<file path="config.mk">
export PLATFORM = sky130hd
export DESIGN_NAME = servo_ramp_flat
export DESIGN_NICKNAME = d
export VERILOG_FILES = /design/src/rtl/servo_ramp_if.sv /design/src/rtl/servo_ramp.sv /design/src/flat_wrapper.sv
export SDC_FILE = /design/constraint.sdc
export NUM_CORES = 1
export LEC_CHECK = 0
export CAP_MARGIN = 10
export CORE_MARGIN = 2
export CORE_UTILIZATION = 37
export DETAILED_ROUTE_END_ITERATION = 12
export PLACE_DENSITY = 0.65
export SYNTH_ARGS = -nofsm -noshare
export SYNTH_HDL_FRONTEND = slang
export SYNTH_SLANG_ARGS = --single-unit
</file>
<file path="constraint.sdc">
create_clock -name clk -period 5.3 [get_ports clk]
set_input_delay 1.06 -clock clk [delete_from_list [all_inputs] [get_ports clk]]
set_output_delay 1.06 -clock clk [all_outputs]
set_load 0.02 [all_outputs]
</file>
<file path="src/rtl/servo_ramp_if.sv">
// ---------------------------------------------------------------------------
// servo_ramp_if
//   Bundles the CPU register bus and the position output of servo_ramp.
//
//   din      CPU write data
//   address  CPU register address
//   w_en     CPU write strobe
//   r_en     CPU read strobe
//   dout     registered read data
//   pos      current commanded position (feeds the servo register din)
//   pos_wr   one-cycle strobe when pos holds a newly issued value
//   busy     high while a ramp is in progress
//
//   master: CPU / SoC side.  slave: the servo_ramp block.
// ---------------------------------------------------------------------------
interface servo_ramp_if;
    logic [7:0] din;
    logic [7:0] address;
    logic       w_en;
    logic       r_en;
    logic [7:0] dout;
    logic [7:0] pos;
    logic       pos_wr;
    logic       busy;

    modport master (
        output din, address, w_en, r_en,
        input  dout, pos, pos_wr, busy
    );

    modport slave (
        input  din, address, w_en, r_en,
        output dout, pos, pos_wr, busy
    );
endinterface

</file>
<file path="src/rtl/servo_ramp.sv">
// ---------------------------------------------------------------------------
// servo_ramp
//   Memory-mapped slew-rate limiter placed in front of the servo pulse
//   generator. The CPU programs a target angle and a step period in ms; the
//   block walks pos one LSB at a time toward the target and strobes pos_wr
//   for every new value, so the servo never sees an abrupt jump.
//
//   Registers (relative to BASE_ADDRESS):
//     +0 TARGET   R/W  destination position
//     +1 RATE     R/W  ms per step, 0 = jump immediately
//     +2 POSITION R    current pos
//     +3 STATUS   R    {6'b0, done, busy}; read clears done
//                 W    din[7]=1 aborts the ramp (TARGET <= pos)
//
//   Ports:
//     clk  system clock
//     rst  asynchronous active-high reset
//     bus  servo_ramp_if.slave: din/address/w_en/r_en/dout/pos/pos_wr/busy
// ---------------------------------------------------------------------------
module servo_ramp #(
    parameter logic [7:0] BASE_ADDRESS = 8'h00,
    parameter int         CLK_FREQ     = 16000000,
    parameter logic [7:0] RESET_POS    = 8'd128
) (
    input  logic         clk,
    input  logic         rst,
    servo_ramp_if.slave  bus
);

    localparam int TICK_DIV = CLK_FREQ / 1000;
    localparam int PRE_W    = (TICK_DIV > 1) ? $clog2(TICK_DIV) : 1;
    localparam logic [PRE_W-1:0] PRE_LAST = PRE_W'(TICK_DIV - 1);

    localparam logic [1:0] ST_INIT = 2'd0;
    localparam logic [1:0] ST_IDLE = 2'd1;
    localparam logic [1:0] ST_WAIT = 2'd2;
    localparam logic [1:0] ST_STEP = 2'd3;

    logic [1:0]       state_reg,  state_next;
    logic [7:0]       target_reg, target_next;
    logic [7:0]       rate_reg,   rate_next;
    logic [7:0]       pos_reg,    pos_next;
    logic [7:0]       dout_reg,   dout_next;
    logic             pos_wr_reg, pos_wr_next;
    logic             done_reg,   done_next;
    logic [PRE_W-1:0] pre_reg,    pre_next;
    logic [7:0]       tcnt_reg,   tcnt_next;

    logic             busy;
    logic             tick;
    logic [8:0]       tcnt_inc;
    logic [7:0]       target_eff;
    logic [7:0]       pos_step;

    // ------------------------------------------------------------------
    // Address decode and read mux
    // ------------------------------------------------------------------
    logic [3:0] reg_sel;
    logic [7:0] rd_val  [4];
    logic [7:0] rd_term [4];

    assign rd_val[0] = target_reg;
    assign rd_val[1] = rate_reg;
    assign rd_val[2] = pos_reg;
    assign rd_val[3] = {6'b0, done_reg, busy};

    generate
        for (genvar gi = 0; gi < 4; gi++) begin : g_reg
            assign reg_sel[gi] = (bus.address == BASE_ADDRESS + 8'(gi));
            assign rd_term[gi] = (bus.r_en && reg_sel[gi]) ? rd_val[gi] : 8'd0;
        end
    endgenerate

    // A miss or no read returns 0, so OR-ing the gated terms is the mux.
    assign dout_next = rd_term[0] | rd_term[1] | rd_term[2] | rd_term[3];

    logic wr_target, wr_rate, wr_abort, rd_status;
    assign wr_target = bus.w_en && reg_sel[0];
    assign wr_rate   = bus.w_en && reg_sel[1];
    assign wr_abort  = bus.w_en && reg_sel[3] && bus.din[7];
    assign rd_status = bus.r_en && reg_sel[3];

    // ------------------------------------------------------------------
    // Datapath helpers
    // ------------------------------------------------------------------
    assign busy     = (state_reg == ST_WAIT) || (state_reg == ST_STEP);
    assign tick     = (pre_reg == PRE_LAST);
    assign tcnt_inc = {1'b0, tcnt_reg} + 9'd1;

    // The target as it will stand after this edge; IDLE and WAIT react to a
    // write in the same cycle, STEP deliberately uses the registered value.
    assign target_eff = wr_target ? bus.din : target_reg;

    // Only ever moves toward the target, so 0 and 255 cannot wrap.
    assign pos_step = (target_reg > pos_reg) ? pos_reg + 8'd1 : pos_reg - 8'd1;

    // ------------------------------------------------------------------
    // Next-state logic
    // ------------------------------------------------------------------
    always_comb begin
        state_next  = state_reg;
        target_next = target_reg;
        rate_next   = rate_reg;
        pos_next    = pos_reg;
        pos_wr_next = 1'b0;
        done_next   = done_reg;
        tcnt_next   = tcnt_reg;
        pre_next    = tick ? '0 : pre_reg + PRE_W'(1);

        // Read-clear first so any set below takes priority.
        if (rd_status) begin
            done_next = 1'b0;
        end
        if (wr_rate) begin
            rate_next = bus.din;
        end
        if (wr_target) begin
            target_next = bus.din;
        end

        if (wr_abort) begin
            target_next = pos_reg;
            state_next  = ST_IDLE;
            done_next   = 1'b0;
        end else begin
            case (state_reg)
                ST_INIT: begin
                    // Hand the servo register its first value.
                    pos_wr_next = 1'b1;
                    state_next  = ST_IDLE;
                end
                ST_IDLE: begin
                    if (target_eff != pos_reg) begin
                        if (rate_reg == 8'd0) begin
                            pos_next    = target_eff;
                            pos_wr_next = 1'b1;
                            done_next   = 1'b1;
                        end else begin
                            state_next = ST_WAIT;
                            pre_next   = '0;
                            tcnt_next  = 8'd0;
                        end
                    end else if (wr_target) begin
                        done_next = 1'b1;
                    end
                end
                ST_WAIT: begin
                    // Also catches a target that landed on pos during STEP.
                    if (target_eff == pos_reg) begin
                        state_next = ST_IDLE;
                        done_next  = 1'b1;
                    end else if (tick) begin
                        tcnt_next = tcnt_inc[7:0];
                        // >= so a RATE lowered below the count steps on this tick.
                        if (tcnt_inc >= {1'b0, rate_reg}) begin
                            state_next = ST_STEP;
                        end
                    end
                end
                default: begin // ST_STEP
                    tcnt_next = 8'd0;
                    if (pos_reg != target_reg) begin
                        pos_next    = pos_step;
                        pos_wr_next = 1'b1;
                        if (pos_step == target_reg) begin
                            state_next = ST_IDLE;
                            done_next  = 1'b1;
                        end else begin
                            state_next = ST_WAIT;
                        end
                    end else begin
                        state_next = ST_IDLE;
                        done_next  = 1'b1;
                    end
                end
            endcase
        end
    end

    // ------------------------------------------------------------------
    // State registers
    // ------------------------------------------------------------------
    always_ff @(posedge clk or posedge rst) begin
        if (rst) begin
            state_reg  <= ST_INIT;
            target_reg <= RESET_POS;
            rate_reg   <= 8'd0;
            pos_reg    <= RESET_POS;
            dout_reg   <= 8'd0;
            pos_wr_reg <= 1'b0;
            done_reg   <= 1'b0;
            pre_reg    <= '0;
            tcnt_reg   <= 8'd0;
        end else begin
            state_reg  <= state_next;
            target_reg <= target_next;
            rate_reg   <= rate_next;
            pos_reg    <= pos_next;
            dout_reg   <= dout_next;
            pos_wr_reg <= pos_wr_next;
            done_reg   <= done_next;
            pre_reg    <= pre_next;
            tcnt_reg   <= tcnt_next;
        end
    end

    assign bus.dout   = dout_reg;
    assign bus.pos    = pos_reg;
    assign bus.pos_wr = pos_wr_reg;
    assign bus.busy   = busy;

endmodule

</file>
<file path="src/flat_wrapper.sv">
// flat-port wrapper written by rule: the top's interface ports become plain ports
module servo_ramp_flat 
#(
    parameter logic [7:0] BASE_ADDRESS = 8'h00,
    parameter int         CLK_FREQ     = 16000000,
    parameter logic [7:0] RESET_POS    = 8'd128
)
  (clk, rst, bus_din, bus_address, bus_w_en, bus_r_en, bus_dout, bus_pos, bus_pos_wr, bus_busy);
  servo_ramp_if bus_i ();
  input  logic clk;
  input  logic rst;
  input wire logic [$bits(bus_i.din)-1:0] bus_din;
  input wire logic [$bits(bus_i.address)-1:0] bus_address;
  input wire logic [$bits(bus_i.w_en)-1:0] bus_w_en;
  input wire logic [$bits(bus_i.r_en)-1:0] bus_r_en;
  output wire logic [$bits(bus_i.dout)-1:0] bus_dout;
  output wire logic [$bits(bus_i.pos)-1:0] bus_pos;
  output wire logic [$bits(bus_i.pos_wr)-1:0] bus_pos_wr;
  output wire logic [$bits(bus_i.busy)-1:0] bus_busy;
  assign bus_i.din = bus_din;
  assign bus_i.address = bus_address;
  assign bus_i.w_en = bus_w_en;
  assign bus_i.r_en = bus_r_en;
  assign bus_dout = bus_i.dout;
  assign bus_pos = bus_i.pos;
  assign bus_pos_wr = bus_i.pos_wr;
  assign bus_busy = bus_i.busy;
  servo_ramp #(.BASE_ADDRESS(BASE_ADDRESS), .CLK_FREQ(CLK_FREQ), .RESET_POS(RESET_POS)) u_core (.clk(clk), .rst(rst), .bus(bus_i));
endmodule
</file>
==> impl_results.md, run 1 <==
* DRC viols at 0
* DP HPWL at 7470 um
* Via count of the first global-routing pass at 3389
* Area added between synthesis and finish at 18.3%
* Final hold violations at 0
* Initial standard-cell utilization of the core at 37.6%
* Minimum setup slack in the final design at 1.13 ns
* Cell row count at 38
* Overall routing resource usage at 18.8%
* Net count of the mapped netlist at 485
* Count of final max-slew check failures at 0
* Endpoint of the most critical setup path: u_core.done_reg
* DRC violation total after the first TritonRoute iteration at 229
* Chip Width at 108 um
* Worst Setup Slack post-DPL at 1.05 ns
* Ys flop type: sky130_fd_sc_hd__dfrtp_1
* Setup slack of the worst register-to-register path at 1.13 ns
* Final antenna diode count at 0
* CTS tree: done
* Remaining global-route overflow at 0
* Number of distinct standard cells referenced by the synthesized netlist at 66
* Cell count of the worst reg-to-reg path at 15
* Hold buffers post-CTS at 0
* Latest clock arrival within the worst-skew pair at 0.35 ns
* Arrival time at the worst endpoint at 4.41 ns
* Maxcap violations at 0
* Leakage power total at 2.13 nW
* Sequential fraction of the synthesis area at 36.2%
* Area enclosed by the die boundary at 11700 um^2
* Headroom to the max-slew limit at 51.3%
* Final TNS setup at 0 ns
* Vias/cell at 5.41
* Number of detailed-routing iterations run before antenna repair at 5
* Average footprint of a synthesized cell at 9.22 um^2
* Post-Syn Area at 4020 um^2
* Average wire length per cell after detail routing at 16.6 um
* Minimum period implied by the final worst setup slack at 4.17 ns
* Clk_skew at 0.00902 ns
* Power density over the cells at 528 nW/um^2
* Max reg flops at 14
* Maximum fanout along the worst path at 8
* Setup crit end kind: flop
* TritonCTS Buffers at 9
* Critical path launch point type: flop
* Startpoint of the worst hold path: u_core.pre_reg[0]
* Total number of nets in the final design at 519
* Worst Setup SP: u_core.bus.pos[7]
* IR Drop Worst-Case VDD at 0.299 mV
* Wire length after detailed routing at 10200 um
* Final Cycle Share at 78.7%
* Asr flop ratio synth at 100%
* Fraction of final layout cells with drive strength greater than 1 at 10.9%
* Unrepaired setup endpoints after global routing: no
* Remaining number of nets flagged by the antenna check after routing at 0
* Endpoint of the most critical register-to-register path: u_core.done_reg
* Number of gates resized after CTS at 0
* Slew at the pin closest to its max-slew limit at 0.730 ns
* Number of clock sinks at 58
* Antenna violations before repair at 0
* Number of synthesized flops with an enable pin at 0
* Area of the placeable core at 10700 um^2
* Most common cell after layout, fill and taps aside: sky130_fd_sc_hd__dfrtp_1
* First-pass GRT wire length at 17100 um
* Number of levels the H-tree was split into at 3
* Number of setup violations in the final report at 0
* Maximum clock rate at 240 MHz
* CP required at 5.54 ns
* IO buf count at 37
* Clock-pin slew of the registers on the worst-case setup and hold paths at 0.07 ns
* Die height at 108 um
* Placer Congestion at 0.899
* Total of flip-flops plus latches after synthesis at 58
* Maximum number of pins on one net before global-route repair at 59
* Vias at 3327
* Top library cells by usage in the layout, fill and taps aside: sky130_fd_sc_hd__dfrtp_1 (56), sky130_fd_sc_hd__nor2_1 (48), sky130_fd_sc_hd__clkdlybuf4s50_1 (37)
* Source of the worst register-to-register timing path: u_core.bus.pos[7]
* Hold crit path type: flop to flop
* Top-level I/O count at 38
* Deepest clock path buffer count at 2
* Gate count after technology mapping at 436
* Start-to-end type of the worst setup path: flop to flop
* Cell chosen for the clock root: sky130_fd_sc_hd__clkbuf_8
* Result of the run: completed
* Setup Buffers After CTS at 0
* Number of warnings issued by yosys at 0
## cells by family (layout without fill, tap and decap cells)
family,count (synthesis),in the layout,share of synthesized area [%]
AO/OA/AOI/OAI,91,91,16.1
XOR/XNOR,38,38,8.62
adder cells (fa/ha/maj),29,29,9.21
buffers and inverters,54,93,5.32
flip-flops,58,58,36.2
multiplexers,32,32,8.43
AND/OR/NAND/NOR,134,134,16.2
## Yosys cell counts, drive strengths merged (7+ instances only)
| library cell | count | area (um^2) |
|---|---|---|
| a221oi | 7 | 61.3 |
| nor2 | 48 | 180 |
| ha | 28 | 350 |
| mux2i | 20 | 200 |
| o21ai | 15 | 78.8 |
| inv | 36 | 135 |
| and3 | 8 | 51.3 |
| xor2 | 16 | 140 |
| nand3 | 11 | 55.1 |
| nand2 | 35 | 134 |
| dfrtp | 56 | 1400 |
| mux2 | 12 | 139 |
| clkbuf | 14 | 52.6 |
| xnor2 | 21 | 184 |
| a211oi | 9 | 80.1 |
| a21oi | 27 | 135 |
## per-stage QoR
step | area [um^2] | util (%) | instances | power (mW) | hold WS (ns)
floorplan | 4020 | - | 436 | 1.65 | 0.455
global placement | 4520 | 42.2 | 599 | 1.98 | 0.472
detailed placement | 4520 | 42.2 | 599 | 2.01 | 0.483
CTS | 4760 | 44.5 | 615 | 2.51 | 0.492
global route | 4760 | 44.5 | 615 | 2.69 | 0.512
finish | 4760 | 44.5 | 615 | 2.51 | 0.489
## worst max-delay path, cell delays in order (launching register included)
cell and delay [ns]:
sky130_fd_sc_hd__dfstp_2 0.65, sky130_fd_sc_hd__inv_1 0.09, sky130_fd_sc_hd__ha_1 0.30, sky130_fd_sc_hd__nand4_1 0.15, sky130_fd_sc_hd__or2_2 0.34, sky130_fd_sc_hd__o31ai_1 0.08
sky130_fd_sc_hd__buf_4 0.20, sky130_fd_sc_hd__ha_1 0.23, sky130_fd_sc_hd__a211oi_1 0.25, sky130_fd_sc_hd__nor2_1 0.09, sky130_fd_sc_hd__and2_1 0.20, sky130_fd_sc_hd__o21a_1 0.19
sky130_fd_sc_hd__o41a_1 0.37, sky130_fd_sc_hd__xnor3_1 0.35, sky130_fd_sc_hd__a311o_1 0.32, sky130_fd_sc_hd__o2111a_1 0.25
## routing by layer
layer | wire length [um] | GRT usage [%] | vias up
met5 | 0 | 0 | -
met4 | 188 | 6.78 | 0
met3 | 478 | 3.80 | 21
met2 | 4660 | 29.7 | 102
met1 | 4860 | 25.6 | 1608
li1 | - | - | 1596
## area by class of cell
class,count,area [um^2]
Inverter,36,135
Clock inverter,4,72.6
Sequential cell,58,1450
Multi-Input combinational cell,324,2350
Clock buffer,12,165
Fill cell,1046,5940
Tap cell,140,175
Timing Repair Buffer,41,400
## worst min-delay path by stage
stage               slack [ns]  depth (start not counted)                end
floorplan                 0.45                          1  u_core.pre_reg[0]
global route              0.51                          1  u_core.pre_reg[0]
global placement          0.47                          1  u_core.pre_reg[0]
detailed placement        0.48                          1  u_core.pre_reg[0]
finish                    0.49                          1  u_core.pre_reg[0]
CTS                       0.49                          1  u_core.pre_reg[0]
## power by group
part	internal, mW	leakage [nW]	switching, mW
Combinational	0.601	1.25	0.717
Clock	0.302	0.119	0.189
Sequential	0.548	0.754	0.154
Total	1.45	2.13	1.06
No activity file was read; power rests on OpenSTA's default activity.
==> run 2, diff against run 1 <==
--- a/config.mk
+++ b/config.mk
@@ -9,7 +9,7 @@
 export CORE_MARGIN = 2
 export CORE_UTILIZATION = 37
 export DETAILED_ROUTE_END_ITERATION = 12
-export PLACE_DENSITY = 0.65
+export PLACE_DENSITY = 0.67
 export SYNTH_ARGS = -nofsm -noshare
 export SYNTH_HDL_FRONTEND = slang
 export SYNTH_SLANG_ARGS = --single-unit
==> constraint.sdc (replaced) <==
create_clock -name clk -period 3.4 [get_ports clk]
set_input_delay 0.68 -clock clk [delete_from_list [all_inputs] [get_ports clk]]
set_output_delay 0.68 -clock clk [all_outputs]
set_load 0.02 [all_outputs]
==> impl_results.md, run 2 (same netlist as run 1, synthesis figures left out) <==
* Deepest clock path buffer count at 2
* Power density over the cells at 844 nW/um^2
* Minimum setup slack in the final design at -0.206 ns
* CP required at 3.64 ns
* Total Power at 4.46 mW
* IO buf count at 37
* Maximum number of pins on one net before global-route repair at 40
* Final hold violations at 0
* DP HPWL at 8260 um
* Setup crit end kind: flop
* Critical path launch point type: flop
* Antenna violations before repair at 0
* Number of detailed-routing iterations run before antenna repair at 4
* Vias at 3488
* Average wire length per cell after detail routing at 15.9 um
* Number of setup violations in the final report at 3
* Vias/cell at 5.18
* Leakage power total at 2.42 nW
* Area of the placeable core at 10700 um^2
* Remaining number of nets flagged by the antenna check after routing at 0
* Violated checks: setup timing
* Count of final max-slew check failures at 0
* Final Cycle Share at 106%
* Clk_skew at 0.00987 ns
* Result of the run: finished with violations
* Placer Congestion at 0.874
* Overall routing resource usage at 19.5%
* Die height at 108 um
* IR Drop Worst-Case VDD at 0.597 mV
* Maxcap violations at 0
* CTS tree: done
* Number of clock sinks at 58
* Hold crit path type: flop to flop
* Slowest CP cell: sky130_fd_sc_hd__dfstp_2
* First-pass GRT wire length at 17400 um
* Most common cell after layout, fill and taps aside: sky130_fd_sc_hd__buf_4
* Minimum period implied by the final worst setup slack at 3.61 ns
* Maximum fanout along the worst path at 4
* Cell row count at 38
* Slew at the pin closest to its max-slew limit at 0.856 ns
* Via count of the first global-routing pass at 3489
* Worst Setup Slack post-DPL at -0.185 ns
* Headroom to the max-slew limit at 42.8%
* Initial standard-cell utilization of the core at 37.6%
* Max reg flops at 14
* Stage delay of the slowest cell on the critical path at 0.55 ns
* Chip Width at 108 um
* Number of levels the H-tree was split into at 3
* Arrival time at the worst endpoint at 3.85 ns
* DRC viols at 0
* Number of inserted filler cells in the final layout at 1008
* Remaining global-route overflow at 0
* Cell chosen for the clock root: sky130_fd_sc_hd__clkbuf_8
* TritonCTS Buffers at 9
* Final antenna diode count at 0
* Latest clock arrival within the worst-skew pair at 0.35 ns
* Cell-by-cell listing of the critical path: inv_4 -> ha_4 -> nand4_1 -> or2_4 -> o31ai_4 -> ha_1 -> a211oi_2 -> nor2_1 -> and2_4 -> o21a_1 -> o41a_1 -> xnor3_1 -> a311o_1 -> o2111a_1
* Maximum clock rate at 277 MHz
* Top-level I/O count at 38
* Top library cells by usage in the layout, fill and taps aside: sky130_fd_sc_hd__buf_4 (61), sky130_fd_sc_hd__dfrtp_1 (54), sky130_fd_sc_hd__nor2_1 (47)
* Total number of nets in the final design at 577
* Fraction of final layout cells with drive strength greater than 1 at 24.4%
* Area added between synthesis and finish at 31.3%
* DRC violation total after the first TritonRoute iteration at 165
* Start-to-end type of the worst setup path: flop to flop
* Wire length after detailed routing at 10700 um
* Unrepaired setup endpoints after global routing: yes
* Clock-pin slew of the registers on the worst-case setup and hold paths at 0.07 ns
* Area enclosed by the die boundary at 11700 um^2
run 2: cell count changes in the layout (fill, tap and decap cells not counted), sizes merged:
cell	previous run	this run
clkinvlp	1	3
clkinv	1	2
bufinv	2	1
buf	4	62
clkbuf	12	10
run 2: layer usage:
metal / track usage, % / wire length [um] / up-vias
li1: - / - / 1714
met1: 25.3 / 4870 / 1681
met2: 32.5 / 5190 / 82
met3: 4.40 / 482 / 11
met4: 5.77 / 165 / 0
met5: 0 / 0 / -
run 2: final cells by class:
| cell class | count | area (um^2) | area share [%] |
|---|---|---|---|
| repair buffers | 99 | 840 | 15.9 |
| well taps | 140 | 175 | 3.32 |
| flip-flops and latches | 58 | 1460 | 27.6 |
| clock buffers | 10 | 138 | 2.61 |
| clock inverters | 6 | 66.3 | 1.26 |
| inverters | 36 | 138 | 2.61 |
| multi-input cells | 324 | 2470 | 46.7 |
run 2: what timing repair did:
action                                  4_1_cts  5_1_grt
gates resized for setup                       5       11
endpoints found under the setup margin        4        5
buffers inserted                              2        4
hold buffers                                  0        0
pin swaps                                     0       13
run 2: worst max-delay path: cells and delay by family (launching register included):
kind	cells	cell delay, ns
simple gates	4	0.68
fa+ha+maj	2	0.55
flops	1	0.55
xor+xnor	1	0.20
compound gates	6	1.49
buf+inv	1	0.04
run 2: where the power goes:
part	switching [mW]	leakage (nW)	total, mW	internal [mW]
sequential	0.117	0.752	0.974	0.857
clock	0.298	0.0945	0.655	0.357
combinational	1.42	1.57	2.83	1.41
run 2: worst paths after layout:
path                                   start  slack [ns]            endpoint  cells past startpoint
setup / recovery           u_core.bus.pos[7]       -0.21     u_core.done_reg                     14
hold / removal             u_core.pre_reg[0]        0.49   u_core.pre_reg[0]                      1
setup reg to reg           u_core.bus.pos[7]       -0.21     u_core.done_reg                     14
hold reg to reg            u_core.pre_reg[0]        0.49   u_core.pre_reg[0]                      1
max in group asynchronous                rst        1.90  u_core.rate_reg[6]                      3
min in group asynchronous                rst        0.82   u_core.pre_reg[9]                      2
run 2: metrics by stage:
| step | utilization (%) | TNS (ns) | hold WS [ns] | cell area [um^2] | cells |
|---|---|---|---|---|---|
| final | 49.4 | -0.485 | 0.489 | 5280 | 673 |
| after floorplan | - | -0.534 | 0.455 | 4100 | 436 |
| after detailed placement | 46.5 | -0.737 | 0.484 | 4980 | 652 |
| after global placement | 46.5 | -0.239 | 0.471 | 4980 | 652 |
| after global routing | 49.4 | -1.16 | 0.523 | 5280 | 673 |
| after CTS | 48.8 | -0.459 | 0.492 | 5220 | 670 |
==> run 3, diff against run 2 <==
--- a/config.mk
+++ b/config.mk
@@ -8,6 +8,7 @@
 export CAP_MARGIN = 10
 export CORE_MARGIN = 2
 export CORE_UTILIZATION = 37
+export CTS_BUF_LIST = sky130_fd_sc_hd__clkbuf_8 sky130_fd_sc_hd__clkbuf_16
 export DETAILED_ROUTE_END_ITERATION = 12
 export PLACE_DENSITY = 0.67
 export SYNTH_ARGS = -nofsm -noshare
==> results of run 3 <==
No change in the layout: final DEF, timing and power equal those of run 2.
